<file path="src/rtl/multicycle_sequencer_pkg.sv">
// Shared opcode, state and ALU-option definitions for the multi-cycle CPU sequencer.
package multicycle_sequencer_pkg;

  typedef enum logic [2:0] {
    IDLE      = 3'd0,
    FETCH     = 3'd1,
    DECODE    = 3'd2,
    EXECUTE   = 3'd3,
    MEMORY    = 3'd4,
    WRITEBACK = 3'd5,
    ERROR     = 3'd7
  } state_e;

  localparam logic [3:0] OP_AND  = 4'd0;
  localparam logic [3:0] OP_ANDI = 4'd1;
  localparam logic [3:0] OP_ADD  = 4'd2;
  localparam logic [3:0] OP_ADDI = 4'd3;
  localparam logic [3:0] OP_OR   = 4'd4;
  localparam logic [3:0] OP_ORI  = 4'd5;
  localparam logic [3:0] OP_XOR  = 4'd6;
  localparam logic [3:0] OP_XORI = 4'd7;
  localparam logic [3:0] OP_LD   = 4'd8;
  localparam logic [3:0] OP_ST   = 4'd9;
  localparam logic [3:0] OP_JUMP = 4'd10;
  localparam logic [3:0] OP_BEQ  = 4'd11;
  localparam logic [3:0] OP_BGT  = 4'd12;
  localparam logic [3:0] OP_BLT  = 4'd13;
  localparam logic [3:0] OP_BGE  = 4'd14;
  localparam logic [3:0] OP_BLE  = 4'd15;

  localparam logic [1:0] ALU_AND = 2'b00;
  localparam logic [1:0] ALU_ADD = 2'b01;
  localparam logic [1:0] ALU_OR  = 2'b10;
  localparam logic [1:0] ALU_XOR = 2'b11;

  // The lower half of the opcode space is the register/immediate ALU group.
  function automatic logic is_alu_op(input logic [3:0] op);
    return ~op[3];
  endfunction

endpackage

</file>
<file path="src/rtl/multicycle_sequencer_seq_branch_eval.sv">
// Combinational branch condition: opcode plus ALU compare flags -> taken.
module seq_branch_eval
  import multicycle_sequencer_pkg::*;
(
  input  logic [3:0] opcode_i,
  input  logic       cmp_eq_i,
  input  logic       cmp_gt_i,
  input  logic       cmp_lt_i,
  output logic       taken_o
);

  always_comb begin
    taken_o = 1'b0;
    case (opcode_i)
      OP_BEQ:  taken_o = cmp_eq_i;
      OP_BGT:  taken_o = cmp_gt_i;
      OP_BLT:  taken_o = cmp_lt_i;
      OP_BGE:  taken_o = cmp_gt_i | cmp_eq_i;
      OP_BLE:  taken_o = cmp_lt_i | cmp_eq_i;
      default: taken_o = 1'b0;
    endcase
  end

endmodule

</file>
<file path="src/rtl/multicycle_sequencer.sv">
// Multi-cycle fetch/decode/execute/memory/writeback sequencer with memory
// wait timeout, sticky bus error and retired-instruction counter.
module multicycle_sequencer
  import multicycle_sequencer_pkg::*;
#(
  parameter int unsigned MAX_WAIT = 15,
  parameter int unsigned RET_W    = 16
) (
  input  logic             clock,
  input  logic             reset,
  input  logic             run,
  input  logic [17:0]      instruction,
  input  logic             instReady,
  input  logic             dataReady,
  input  logic             cmpEq,
  input  logic             cmpGt,
  input  logic             cmpLt,
  output logic             pcRead,
  output logic             instRead,
  output logic             pcInc,
  output logic             pcLoad,
  output logic [1:0]       aluOption,
  output logic             immSignal,
  output logic             compare,
  output logic             memLoad,
  output logic             memStore,
  output logic             registerWrite,
  output logic             halted,
  output logic             busError,
  output logic [2:0]       state,
  output logic [RET_W-1:0] retired
);

  // Last wait-counter value before the timeout fires.
  localparam logic [7:0] WAIT_LAST = 8'(MAX_WAIT - 1);

  state_e           state_q, state_d;
  logic [3:0]       opcode_q, opcode_d;
  logic [7:0]       wait_q, wait_d;
  logic [RET_W-1:0] retired_q, retired_d;
  logic             bus_error_q, bus_error_d;
  logic             end_instr;
  logic             branch_taken;

  // Only the opcode field of the instruction word is consumed here.
  logic unused_inst_bits;
  assign unused_inst_bits = ^instruction[13:0];

  seq_branch_eval u_branch_eval (
    .opcode_i (opcode_q),
    .cmp_eq_i (cmpEq),
    .cmp_gt_i (cmpGt),
    .cmp_lt_i (cmpLt),
    .taken_o  (branch_taken)
  );

  always_ff @(posedge clock or posedge reset) begin
    if (reset) begin
      state_q     <= IDLE;
      opcode_q    <= 4'd0;
      wait_q      <= 8'd0;
      retired_q   <= '0;
      bus_error_q <= 1'b0;
    end else begin
      state_q     <= state_d;
      opcode_q    <= opcode_d;
      wait_q      <= wait_d;
      retired_q   <= retired_d;
      bus_error_q <= bus_error_d;
    end
  end

  always_comb begin
    state_d       = state_q;
    opcode_d      = opcode_q;
    wait_d        = wait_q;
    bus_error_d   = bus_error_q;
    end_instr     = 1'b0;
    pcRead        = 1'b0;
    instRead      = 1'b0;
    pcInc         = 1'b0;
    pcLoad        = 1'b0;
    aluOption     = ALU_AND;
    immSignal     = 1'b0;
    compare       = 1'b0;
    memLoad       = 1'b0;
    memStore      = 1'b0;
    registerWrite = 1'b0;

    case (state_q)
      IDLE: begin
        if (run) begin
          state_d = FETCH;
          wait_d  = 8'd0;
        end
      end
      FETCH: begin
        pcRead   = 1'b1;
        instRead = 1'b1;
        // A ready in the cycle the timeout would fire still wins.
        if (instReady) begin
          pcInc    = 1'b1;
          opcode_d = instruction[17:14];
          state_d  = DECODE;
        end else if (wait_q == WAIT_LAST) begin
          state_d     = ERROR;
          bus_error_d = 1'b1;
        end else begin
          wait_d = wait_q + 8'd1;
        end
      end
      DECODE: state_d = EXECUTE;
      EXECUTE: begin
        if (is_alu_op(opcode_q)) begin
          aluOption = opcode_q[2:1];
          immSignal = opcode_q[0];
          state_d   = WRITEBACK;
        end else if (opcode_q == OP_LD || opcode_q == OP_ST) begin
          aluOption = ALU_ADD;
          immSignal = 1'b1;
          state_d   = MEMORY;
          wait_d    = 8'd0;
        end else if (opcode_q == OP_JUMP) begin
          pcLoad    = 1'b1;
          end_instr = 1'b1;
        end else begin
          compare   = 1'b1;
          pcLoad    = branch_taken;
          end_instr = 1'b1;
        end
      end
      MEMORY: begin
        aluOption = ALU_ADD;
        immSignal = 1'b1;
        memLoad   = (opcode_q == OP_LD);
        memStore  = (opcode_q == OP_ST);
        if (dataReady) begin
          if (opcode_q == OP_LD) state_d = WRITEBACK;
          else                   end_instr = 1'b1;
        end else if (wait_q == WAIT_LAST) begin
          state_d     = ERROR;
          bus_error_d = 1'b1;
        end else begin
          wait_d = wait_q + 8'd1;
        end
      end
      WRITEBACK: begin
        registerWrite = 1'b1;
        if (is_alu_op(opcode_q)) begin
          aluOption = opcode_q[2:1];
          immSignal = opcode_q[0];
        end
        end_instr = 1'b1;
      end
      ERROR:   state_d = ERROR;
      default: state_d = IDLE;
    endcase

    // run is only honoured at an instruction boundary.
    if (end_instr) begin
      state_d = run ? FETCH : IDLE;
      wait_d  = 8'd0;
    end
    retired_d = retired_q + RET_W'(end_instr);
  end

  assign halted   = (state_q == IDLE) || (state_q == ERROR);
  assign busError = bus_error_q;
  assign state    = state_q;
  assign retired  = retired_q;

endmodule
</file>
<file path="config.mk">
export PLATFORM = sky130hd
export DESIGN_NAME = multicycle_sequencer
export DESIGN_NICKNAME = d
export VERILOG_FILES = /design/src/rtl/multicycle_sequencer_pkg.sv /design/src/rtl/multicycle_sequencer_seq_branch_eval.sv /design/src/rtl/multicycle_sequencer.sv
export SDC_FILE = /design/constraint.sdc
export NUM_CORES = 1
export LEC_CHECK = 0
export CAP_MARGIN = 20
export CORE_UTILIZATION = 35
export DETAILED_ROUTE_END_ITERATION = 16
export DONT_BUFFER_PORTS = 1
export PLACE_DENSITY = 0.58
export RECOVER_POWER = 25
export SLEW_MARGIN = 20
export SYNTH_ARGS = -nofsm -noshare
export SYNTH_HDL_FRONTEND = slang
export SYNTH_SLANG_ARGS = --single-unit
</file>
<file path="constraint.sdc">
create_clock -name clock -period 4.32 [get_ports clock]
set_input_delay 0.864 -clock clock [delete_from_list [all_inputs] [get_ports clock]]
set_output_delay 0.864 -clock clock [all_outputs]
set_load 0.03 [all_outputs]
</file>
* Word level (Yosys, flattened, before mapping) *
Index checks and enable logic that the tools add are counted.

word-level totals
  bits in registers = 32
  latch bits = 0
  memory bits (writable) = 0
  memory bits (read-only) = 0
  bits of input ports = 26
  memories = 0

cells by class
  add/sub/neg operators = 2
  multipliers = 0
  divide/modulo/power cells = 0
  order comparisons = 0
  equality and inequality tests = 25
  shift operators = 0
  mux-type cells = 50
  bitwise logic cells = 2
  reduce and logical (&&, ||, !) cells = 9

operators with widths
  kind                                                                   count
  8-bit 2-to-1 mux                                                       7
  4-bit equality test, second input constant                             8
  8-bit case mux with 4 select lines                                     1
  1-bit 2-to-1 mux                                                       26
  3-bit 2-to-1 mux                                                       8
  3-bit case mux with 7 select lines                                     1
  16-bit by 1-bit adder with 16-bit output                               1
  3-bit != test, second input constant                                   5
  3-bit equality test, second input constant                             3
  8-bit by 1-bit adder with 8-bit output, second input constant          1
  8-bit by 4-bit equality test with 1-bit output, second input constant  1
  4-bit != test, second input constant                                   2
  3-bit by 2-bit equality test with 1-bit output, second input constant  2
  2-bit != test, second input constant                                   3
  1-bit case mux with 3 select lines                                     2
  2-bit case mux with 3 select lines                                     1
  6-bit AND reduction                                                    1
  1-bit case mux with 5 select lines                                     1
  5-bit nonzero test                                                     1
  2-bit 2-to-1 mux                                                       2
  4-bit AND reduction                                                    1
  3-bit by 1-bit equality test with 1-bit output, second input constant  1
  3-bit logical NOT                                                      1
  3-bit AND reduction                                                    1
  other kinds (5)                                                        7

* Longest topological paths before layout *
Gate-level depths: netlist of run 1.

  depth in word-level cells = 7
  gate-level depth with buffers = 10
  gate-level depth less buffers = 8

* By module *
From an unflattened synthesis of run 1, not the netlist that was laid out.

unflattened totals
  cells, all modules = 191
  area total of the unflattened synthesis = 1,793.0 µm²

modules (own cells, without submodules)
  module                instances  cells each  area each (µm²)  seq. area each (µm²)
  multicycle_sequencer  1          187         1,765.4          800.8
  seq_branch_eval       1          4           27.5             0.0

* Least setup slack after synthesis of run 1 *
OpenSTA, ideal clock, no wires.

  path kind = register -> output
  start = reg state_q[2], in the netlist state[2]
  end = out pcInc
  arrival time = 1.931 ns
  data required time = 3.456 ns
  setup slack = 1.525 ns
  cell stages (with the launch flop) = 6
  path through = dfrtp_1 -> clkbuf_2 -> nand2b_1 -> nor2_1 -> and2_1 -> clkbuf_1

between the ends
  longest elaborated chain between the ends = 2

RTL lines
  what                                            RTL line                    text
  from (decl)                                     multicycle_sequencer.sv:37  state_e state_q, state_d;
  from (signal assigned)                          multicycle_sequencer.sv:65  state_q <= state_d;
  3-bit by 1-bit equality test with 1-bit output  multicycle_sequencer.sv:90  case (state_q)
  1-bit 2-to-1 mux                                multicycle_sequencer.sv:90
  to (decl)                                       multicycle_sequencer.sv:20  output logic pcInc,

Every way passes these cells.

* Final worst setup path of run 1 *
  start = reg state_q[2], in the netlist state[2]
  end = out memLoad

between the ends
  longest elaborated chain between the ends = 2

RTL lines
  what                 RTL line                    text
  3-bit equality test  multicycle_sequencer.sv:90
  1-bit 2-to-1 mux     multicycle_sequencer.sv:90
  to (decl)            multicycle_sequencer.sv:25  output logic memLoad,

Every way passes these cells.

==> results.sh, run 1 <==
export IMPL_status="complete, but fails checks"
export IMPL_violations="capacitance limit, slew limit"
export IMPL_drt_iter0_drc=94
export IMPL_routedWlPerCell_um=15.4
export IMPL_ys_types=46
export IMPL_chipHeight_um=75.6
export IMPL_min_to="wait_q[7]"
export IMPL_yosysWarningCount=0
export IMPL_track_usage=0.156
export IMPL_relSlewSlack=-0.123
export IMPL_synthFlopType="dfrtp_1"
export IMPL_cpPeakStageDelay_ps=900
export IMPL_place_congestion=0.756
export IMPL_via_count=1477
export IMPL_vdd_drop_max_mv=0.310
export IMPL_power_density_nw_per_um2=697
export IMPL_fmax_mhz=312
export IMPL_whs_path_depth=1
export IMPL_skew_ps=8.22
export IMPL_worst_setup_path_type="reg2out"
export IMPL_num_antenna_cells=0
export IMPL_cp_start_kind="flop"
export IMPL_design_area_um2=2060
export IMPL_io_buffers=0
export IMPL_syn_avg_cell_area_um2=9.77
export IMPL_cp_common_cell="nand2b_1"
export IMPL_critical_path_slowest_cell="dfrtp_1"
export IMPL_synth_edff_count=0
export IMPL_hold_viol=0
export IMPL_async_reset_ff_frac=1.00
export IMPL_cts_buffers=5
export IMPL_setup_viol=0
export IMPL_tightest_slew_ps=1680
export IMPL_r2r_cells=8
export IMPL_ys_ff_latch=32
export IMPL_cp_arrival_ps=2340
export IMPL_ys_seq_area_frac=0.422
export IMPL_drcViolationCount=0
export IMPL_rsz0062_at_grt="no"
export IMPL_dr_pass1_iters=4
export IMPL_hp_start="wait_q[7]"
export IMPL_drive_above_1_share=0.108
export IMPL_crit_path_cell_trace="nand2b_1 -> nand2b_1 -> nor3_1"
export IMPL_layout_common_cells="dfrtp_1, xnor2_1, a21oi_1"
export IMPL_fin_crit_ps=3210
export IMPL_nFillCells=495
export IMPL_syn_to_final_growth_pct=8.58
export IMPL_setup_tns_ps=0
export IMPL_post_cts_resized=0
export IMPL_cts_tree="done"
export IMPL_grt_overflow=0
export IMPL_required_ps=3460
export IMPL_r2r_slack_ps=1480
export IMPL_dp_hpwl_um=2910
export IMPL_syn_inst=194
export IMPL_leakage_uw=0.000836
export IMPL_post_route_util=0.398
export IMPL_cts_setup_buffers=0
export IMPL_avgViaCountPerCell=5.57
export IMPL_cp_end_kind="output port"
export IMPL_nNetsFinal=223
export IMPL_cts_hold_fix_buffers=0
export IMPL_cts_sink_count=32
export IMPL_rows=26
export IMPL_grt_pass1_wl_um=6700
export IMPL_ant_nets=0
export IMPL_final_common_cell="dfrtp_1"
export IMPL_grt_max_degree=33
export IMPL_ios=58
export IMPL_placed_cell_area_um2=1950
export IMPL_cpLargestDelayFamily="simple AND/OR/NAND/NOR gates"
export IMPL_syn_cell_area_um2=1900
export IMPL_hp_class="reg2reg"
export IMPL_p_total_uw=1440
export IMPL_antenna_found_initial=0
export IMPL_synth_nets=223
export IMPL_regArea_um2=801
export IMPL_clkTransAtPathRegs_ps=60
export IMPL_final_period_utilization=0.743
export IMPL_reg2reg_to="retired[6]"
export IMPL_multi_input_area_um2=1030
export IMPL_drv_cap=1
export IMPL_r2r_start="state[2]"
export IMPL_die_w_um=75.6
export IMPL_critPathBufInv=0
export IMPL_htree_num_levels=2
export IMPL_critPathMaxFanout=18
export IMPL_maxSlewViolCount=33
export IMPL_coreArea_um2=5170
export IMPL_start_util=0.366
export IMPL_dieArea_um2=5710
export IMPL_wirelength_um=4090
export IMPL_insertion_delay_ps=280
export IMPL_clock_path_buffers=2
export IMPL_grt_pass1_vias=1353
export IMPL_cts_root_buf="clkbuf_8"
worst register-to-register path: stages (launching register included):
cell,delay [ps]
dfrtp_1,900
and3b_1,550
a41oi_4,80
o21ai_2,180
and2_1,170
ha_1,160
and2_0,360
nand4_1,160
xnor2_1,160
where the power goes:
group	internal, uW	switching (uW)
clock network	171	107
registers	371	243
logic	208	334
total	751	684
metal layers:
layer,global-route usage,share of wire
met4,0.0494,0
met1,0.220,0.49
met5,0,0
met3,0.0476,0.047
met2,0.229,0.46
worst max path at each step:
stage | start | endpoint | slack (ps) | depth (start not counted)
after global placement | state[2] | memLoad | 1470 | 3
final | state[2] | memLoad | 1110 | 3
after floorplan | state[2] | pcInc | 1530 | 5
after CTS | state[2] | memLoad | 1140 | 3
after global routing | state[2] | memStore | 950 | 3
after detailed placement | state[2] | memLoad | 1440 | 3
state kept, by name, summed over array words and instances (netlist names):
name and flops:
retired 16, busError 1, wait_q 8, state 3
opcode_q 4
cell families after synthesis:
family | after synthesis | synth area share
buf+inv | 15 | 0.0350
mux | 5 | 0.0297
flops | 32 | 0.422
xor+xnor | 17 | 0.0786
compound gates | 55 | 0.214
fa+ha+maj | 3 | 0.0198
simple gates | 67 | 0.201
synthesized netlist by cell type (2+ instances only):
| library cell | number | share of area |
|---|---|---|
| a21oi_1 | 13 | 0.034 |
| inv_1 | 6 | 0.012 |
| and3_1 | 4 | 0.013 |
| dfrtp_1 | 32 | 0.42 |
| ha_1 | 3 | 0.020 |
| a31oi_1 | 10 | 0.033 |
| clkbuf_1 | 4 | 0.0079 |
| a21o_1 | 4 | 0.016 |
| nand4b_1 | 2 | 0.0092 |
| a211oi_1 | 2 | 0.0079 |
| or3b_2 | 2 | 0.0092 |
| nand2_1 | 12 | 0.024 |
| xor2_1 | 2 | 0.0092 |
| a41oi_1 | 2 | 0.0092 |
| o2111ai_1 | 2 | 0.0092 |
| o21ai_0 | 8 | 0.021 |
| or3_1 | 3 | 0.0099 |
| and2_1 | 3 | 0.0099 |
| nor3_1 | 6 | 0.016 |
| xnor2_1 | 15 | 0.069 |
| buf_4 | 2 | 0.0079 |
| o211ai_1 | 6 | 0.024 |
| mux2_2 | 5 | 0.030 |
| nand3_1 | 7 | 0.018 |
| and4_1 | 2 | 0.0092 |
| nand4_1 | 4 | 0.013 |
| nor2_1 | 8 | 0.016 |
| nand2b_1 | 7 | 0.023 |
through the flow:
stage | hold slack, ps | cells | setup WS, ps
6_report | 526 | 265 | 1110
5_1_grt | 535 | 265 | 955
4_1_cts | 527 | 265 | 1140
3_5_place_dp | 515 | 257 | 1440
3_3_place_gp | 488 | 257 | 1470
2_1_floorplan | 443 | 194 | 1530
cell type report:
cell class | instances | area share
multi-input combinational | 147 | 0.500
sequential | 32 | 0.389
tap | 70 | 0.0426
clock buffer | 6 | 0.0353
clock inverter | 2 | 0.0170
inverter | 6 | 0.0109
timing repair buffer | 2 | 0.00547
Note: power is estimated with default switching activity, not from simulation.
==> run 2: changes to the inputs <==
Clock period 4.32 ns to 3.05 ns, I/O delays scaled along.
==> results.sh, run 2 (synthesis results as in run 1) <==
export IMPL_critPathMaxFanout=15
export IMPL_grt_overflow=0
export IMPL_dieArea_um2=5710
export IMPL_skew_ps=6.67
export IMPL_status="finished, final reports clean"
export IMPL_cts_root_buf="clkbuf_8"
export IMPL_r2r_start="opcode_q[2]"
export IMPL_final_period_utilization=0.811
export IMPL_power_switching_share=0.483
export IMPL_hold_viol=0
export IMPL_routedWlPerCell_um=15.3
export IMPL_cts_tree="done"
export IMPL_power_density_nw_per_um2=961
export IMPL_clock_path_buffers=2
export IMPL_grt_pass1_vias=1367
export IMPL_leakage_uw=0.000879
export IMPL_layout_common_cells="dfrtp_1, xnor2_1, a21oi_1"
export IMPL_cp_arrival_ps=1860
export IMPL_vdd_drop_max_mv=0.419
export IMPL_drt_iter0_drc=60
export IMPL_insertion_delay_ps=290
export IMPL_drive_above_1_share=0.152
export IMPL_start_util=0.366
export IMPL_holdWs_ps=300
export IMPL_post_cts_resized=0
export IMPL_ios=58
export IMPL_critical_path_slowest_cell="dfrtp_1"
export IMPL_share_seq_of_total_power=0.385
export IMPL_fin_crit_ps=2470
export IMPL_place_congestion=0.751
export IMPL_cp_end_kind="output port"
export IMPL_cts_buffers=5
export IMPL_grt_pass1_wl_um=7070
export IMPL_drcViolationCount=0
export IMPL_rsz0062_at_grt="no"
export IMPL_cts_setup_buffers=0
export IMPL_worstSetupStartpoint="state[2]"
export IMPL_relSlewSlack=0.375
export IMPL_crit_path_cell_trace="buf_4 -> nand2b_1 -> nor2_1 -> and2_1"
export IMPL_fmax_mhz=404
export IMPL_cp_start_kind="flop"
export IMPL_coreArea_um2=5170
export IMPL_reg2reg_to="retired[12]"
export IMPL_track_usage=0.167
export IMPL_hp_class="in2async"
export IMPL_cts_sink_count=32
export IMPL_dr_pass1_iters=4
export IMPL_io_buffers=0
export IMPL_ant_nets=0
export IMPL_drv_cap=0
export IMPL_tightest_slew_ps=938
export IMPL_final_common_cell="dfrtp_1"
export IMPL_worst_setup_path_type="reg2out"
export IMPL_nNetsFinal=232
export IMPL_rows=26
export IMPL_pwr_share_comb=0.446
export IMPL_avgViaCountPerCell=5.43
export IMPL_clkTransAtPathRegs_ps=70
export IMPL_setup_tns_ps=0
export IMPL_largest_register_ffs=16
export IMPL_htree_num_levels=2
export IMPL_setup_viol=0
export IMPL_power_switching_uw=980
export IMPL_p_int_uw=1050
export IMPL_required_ps=2440
export IMPL_dp_hpwl_um=3080
export IMPL_nFillCells=529
export IMPL_via_count=1487
export IMPL_wirelength_um=4200
export IMPL_r2r_cells=8
export IMPL_cpPeakStageDelay_ps=510
export IMPL_die_w_um=75.6
export IMPL_r2r_slack_ps=580
export IMPL_antenna_found_initial=0
export IMPL_pwr_share_clk=0.169
export IMPL_cts_hold_fix_buffers=0
export IMPL_num_antenna_cells=0
export IMPL_syn_to_final_growth_pct=11.4
export IMPL_grt_max_degree=18
export IMPL_maxSlewViolCount=0
export IMPL_chipHeight_um=75.6
[run 2: changes by cell type in the layout (fill, tap and decap cells not counted), sizes merged]
cell	change
bufinv	-1
buf	+9
clkinv	+1
[run 2: cell type report]
class | instances | area (um2) | area share
clock buffers | 6 | 82.6 | 0.0391
clock inverters | 2 | 10.0 | 0.00474
inverters | 6 | 22.5 | 0.0107
multi-input cells | 147 | 1030 | 0.487
flip-flops and latches | 32 | 801 | 0.379
well taps | 70 | 87.6 | 0.0415
repair buffers | 11 | 78.8 | 0.0373
[run 2: worst max path at each step]
stage | slack [ps] | cells past startpoint | endpoint
finish | 580 | 4 | pcInc
global route | 430 | 7 | retired[6]
CTS | 550 | 4 | pcInc
detailed placement | 580 | 8 | retired[12]
global placement | 580 | 8 | retired[6]
floorplan | 510 | 5 | pcInc
[run 2: power groups by stage]
| stage | combinational (uW) | sequential (uW) | clock [uW] |
|---|---|---|---|
| after floorplan | 743 | 758 | 0 |
| after global placement | 905 | 788 | 0 |
| after detailed placement | 910 | 792 | 0 |
| after CTS | 913 | 782 | 353 |
| after global routing | 1010 | 814 | 374 |
| final | 903 | 782 | 343 |
[run 2: per-layer routing]
metal  wire, um  track usage  vias to the layer above
met3        198       0.0463                        6
li1           -            -                      742
met4         53       0.0617                        0
met2       1870        0.239                       28
met5          0            0                        -
met1       2080        0.239                      711
[run 2: worst max-delay path: cells and delay by family, from the launching register on]
kind / cells / cell delay [ps]
and+or+nand+nor: 3 / 790
buffers and inverters: 1 / 260
DFF: 1 / 510
[run 2: metrics by stage]
step            util  power [uW]  worst slack [ps]  std cells  cell area, um2
2_1_floorplan      -        1500               509        194            1900
3_3_place_gp   0.391        1690               584        266            2020
3_5_place_dp   0.391        1700               584        266            2020
4_1_cts        0.409        2050               554        274            2110
5_1_grt        0.408        2200               425        274            2110
6_report       0.408        2030               576        274            2110
==> run 3: changes to the inputs <==
Clock period 3.05 ns to 2.3 ns, I/O delays scaled along.
==> results.sh, run 3 (synthesis results as in run 1) <==
export IMPL_post_place_cells=277
export IMPL_drcViolationCount=0
export IMPL_cp_common_cell="and2_1"
export IMPL_cts_sink_count=32
export IMPL_grt_util_met1=0.234
export IMPL_fin_crit_ps=2170
export IMPL_tightest_slew_ps=1690
export IMPL_htree_num_levels=2
export IMPL_cts_tree="done"
export IMPL_chipHeight_um=75.6
export IMPL_dieArea_um2=5710
export IMPL_crit_path_cell_trace="or4b_4 -> a41oi_4 -> o21ai_2 -> and2_1 -> ha_2 -> and2_1 -> nand3_1 -> xnor2_1"
export IMPL_pwr_share_clk=0.150
export IMPL_pwr_share_comb=0.494
export IMPL_num_antenna_cells=0
export IMPL_cpLargestDelayFamily="simple AND/OR/NAND/NOR gates"
export IMPL_vdd_drop_max_mv=0.580
export IMPL_whs_path_depth=1
export IMPL_rsz0062_at_grt="no"
export IMPL_cpPeakStageDelay_ps=590
export IMPL_cp_depth=8
export IMPL_design_area_um2=2190
export IMPL_setup_tns_ps=0
export IMPL_coreArea_um2=5170
export IMPL_critPathMaxFanout=6
export IMPL_drt_iter0_drc=126
export IMPL_grt_pass1_wl_um=7070
export IMPL_hp_class="in2reg"
export IMPL_share_seq_of_total_power=0.356
export IMPL_relSlewSlack=-0.129
export IMPL_grtUsageMet3=0.0516
export IMPL_p_int_uw=1470
export IMPL_cp_end_kind="flop"
export IMPL_setup_viol=0
export IMPL_leakage_uw=0.000920
export IMPL_cts_root_buf="clkbuf_8"
export IMPL_cts_buffers=5
export IMPL_critPathBufInv=0
export IMPL_drv_cap=1
export IMPL_dr_pass1_iters=4
export IMPL_layout_common_cells="dfrtp_1, buf_4, xnor2_1"
export IMPL_start_util=0.366
export IMPL_grt_overflow=0
export IMPL_reg2reg_to="retired[12]"
export IMPL_worstSetupStartpoint="opcode_q[2]"
export IMPL_ios=58
export IMPL_routedWlPerCell_um=14.7
export IMPL_largest_register_ffs=16
export IMPL_clock_path_buffers=2
export IMPL_ant_nets=0
export IMPL_cts_hold_fix_buffers=0
export IMPL_place_congestion=0.814
export IMPL_cp_arrival_ps=2380
export IMPL_antenna_found_initial=0
export IMPL_violations="capacitance limit, slew limit"
export IMPL_grt_max_degree=33
export IMPL_use_met2=0.238
export IMPL_endpoint="retired[12]"
export IMPL_r2r_cells=8
export IMPL_fin_cells=285
export IMPL_maxSlewViolCount=33
export IMPL_fmax_mhz=460
export IMPL_critical_path_slowest_cell="or4b_4"
export IMPL_grt_pass1_vias=1431
export IMPL_power_density_nw_per_um2=1270
export IMPL_nNetsFinal=243
export IMPL_clkTransAtPathRegs_ps=70
export IMPL_hold_viol=0
export IMPL_avgViaCountPerCell=5.56
export IMPL_io_buffers=0
export IMPL_worst_setup_path_type="reg2reg"
export IMPL_via_count=1585
export IMPL_syn_to_final_growth_pct=15.7
export IMPL_final_period_utilization=0.944
export IMPL_rows=26
export IMPL_insertion_delay_ps=280
export IMPL_placed_cell_area_um2=2110
export IMPL_busiest_layer="met2"
export IMPL_power_switching_share=0.473
export IMPL_r2r_slack_ps=130
export IMPL_cp_start_kind="flop"
export IMPL_die_w_um=75.6
export IMPL_required_ps=2500
export IMPL_final_common_cell="dfrtp_1"
export IMPL_power_switching_uw=1320
export IMPL_dp_hpwl_um=3110
export IMPL_wirelength_um=4180
export IMPL_r2r_start="opcode_q[2]"
export IMPL_skew_ps=3.65
export IMPL_drive_above_1_share=0.209
export IMPL_status="complete, but fails checks"
export IMPL_track_usage=0.164
run 3: changes by cell type in the layout (fill, tap and decap cells not counted), sizes merged:
cell and delta:
clkinv -1, clkinvlp +1, buf +11
run 3: how the worst min path moves through the flow:
stage               slack, ps             from          end
floorplan                 440        wait_q[7]    wait_q[7]
global placement          470            reset    wait_q[6]
detailed placement        470            reset    wait_q[6]
CTS                       160            reset    wait_q[6]
global route              310  instruction[17]  opcode_q[3]
finish                    330  instruction[17]  opcode_q[3]
run 3: per-layer routing:
metal / routed length [um] / vias up
li1: - / 770
met1: 1970 / 784
met2: 1980 / 27
met3: 181 / 4
met4: 46 / 0
met5: 0 / -
run 3: timing repair:
action                                  4_1_cts  5_1_grt
endpoints found under the setup margin        2        7
setup buffers                                 0        0
pin swaps                                     0        1
gates resized for setup                       1        1
run 3: power by group through the flow:
stage               Clock [uW]  Sequential, uW  Combinational, uW
finish                     420             994               1380
global placement             0            1000               1380
detailed placement           0            1000               1390
floorplan                    0            1010               1010
global route               463            1020               1530
CTS                        435             992               1390
run 3: final cells by class:
type                    instances  area, um2
flip-flops and latches         32        803
well taps                      70       87.6
clock inverters                 2       12.5
multi-input cells             147       1030
fillers                       506       2980
clock buffers                   6       72.6
repair buffers                 22        161
inverters                       6       22.5
run 3: metrics by stage:
step                total power [uW]  setup WS (ps)  hold WS, ps   util
floorplan                       2010           13.9          443      -
global placement                2380           23.0          467  0.408
global route                    3020          0.823          313  0.424
finish                          2790            128          327  0.424
detailed placement              2390           8.81          469  0.408
CTS                             2820           54.6          163  0.425
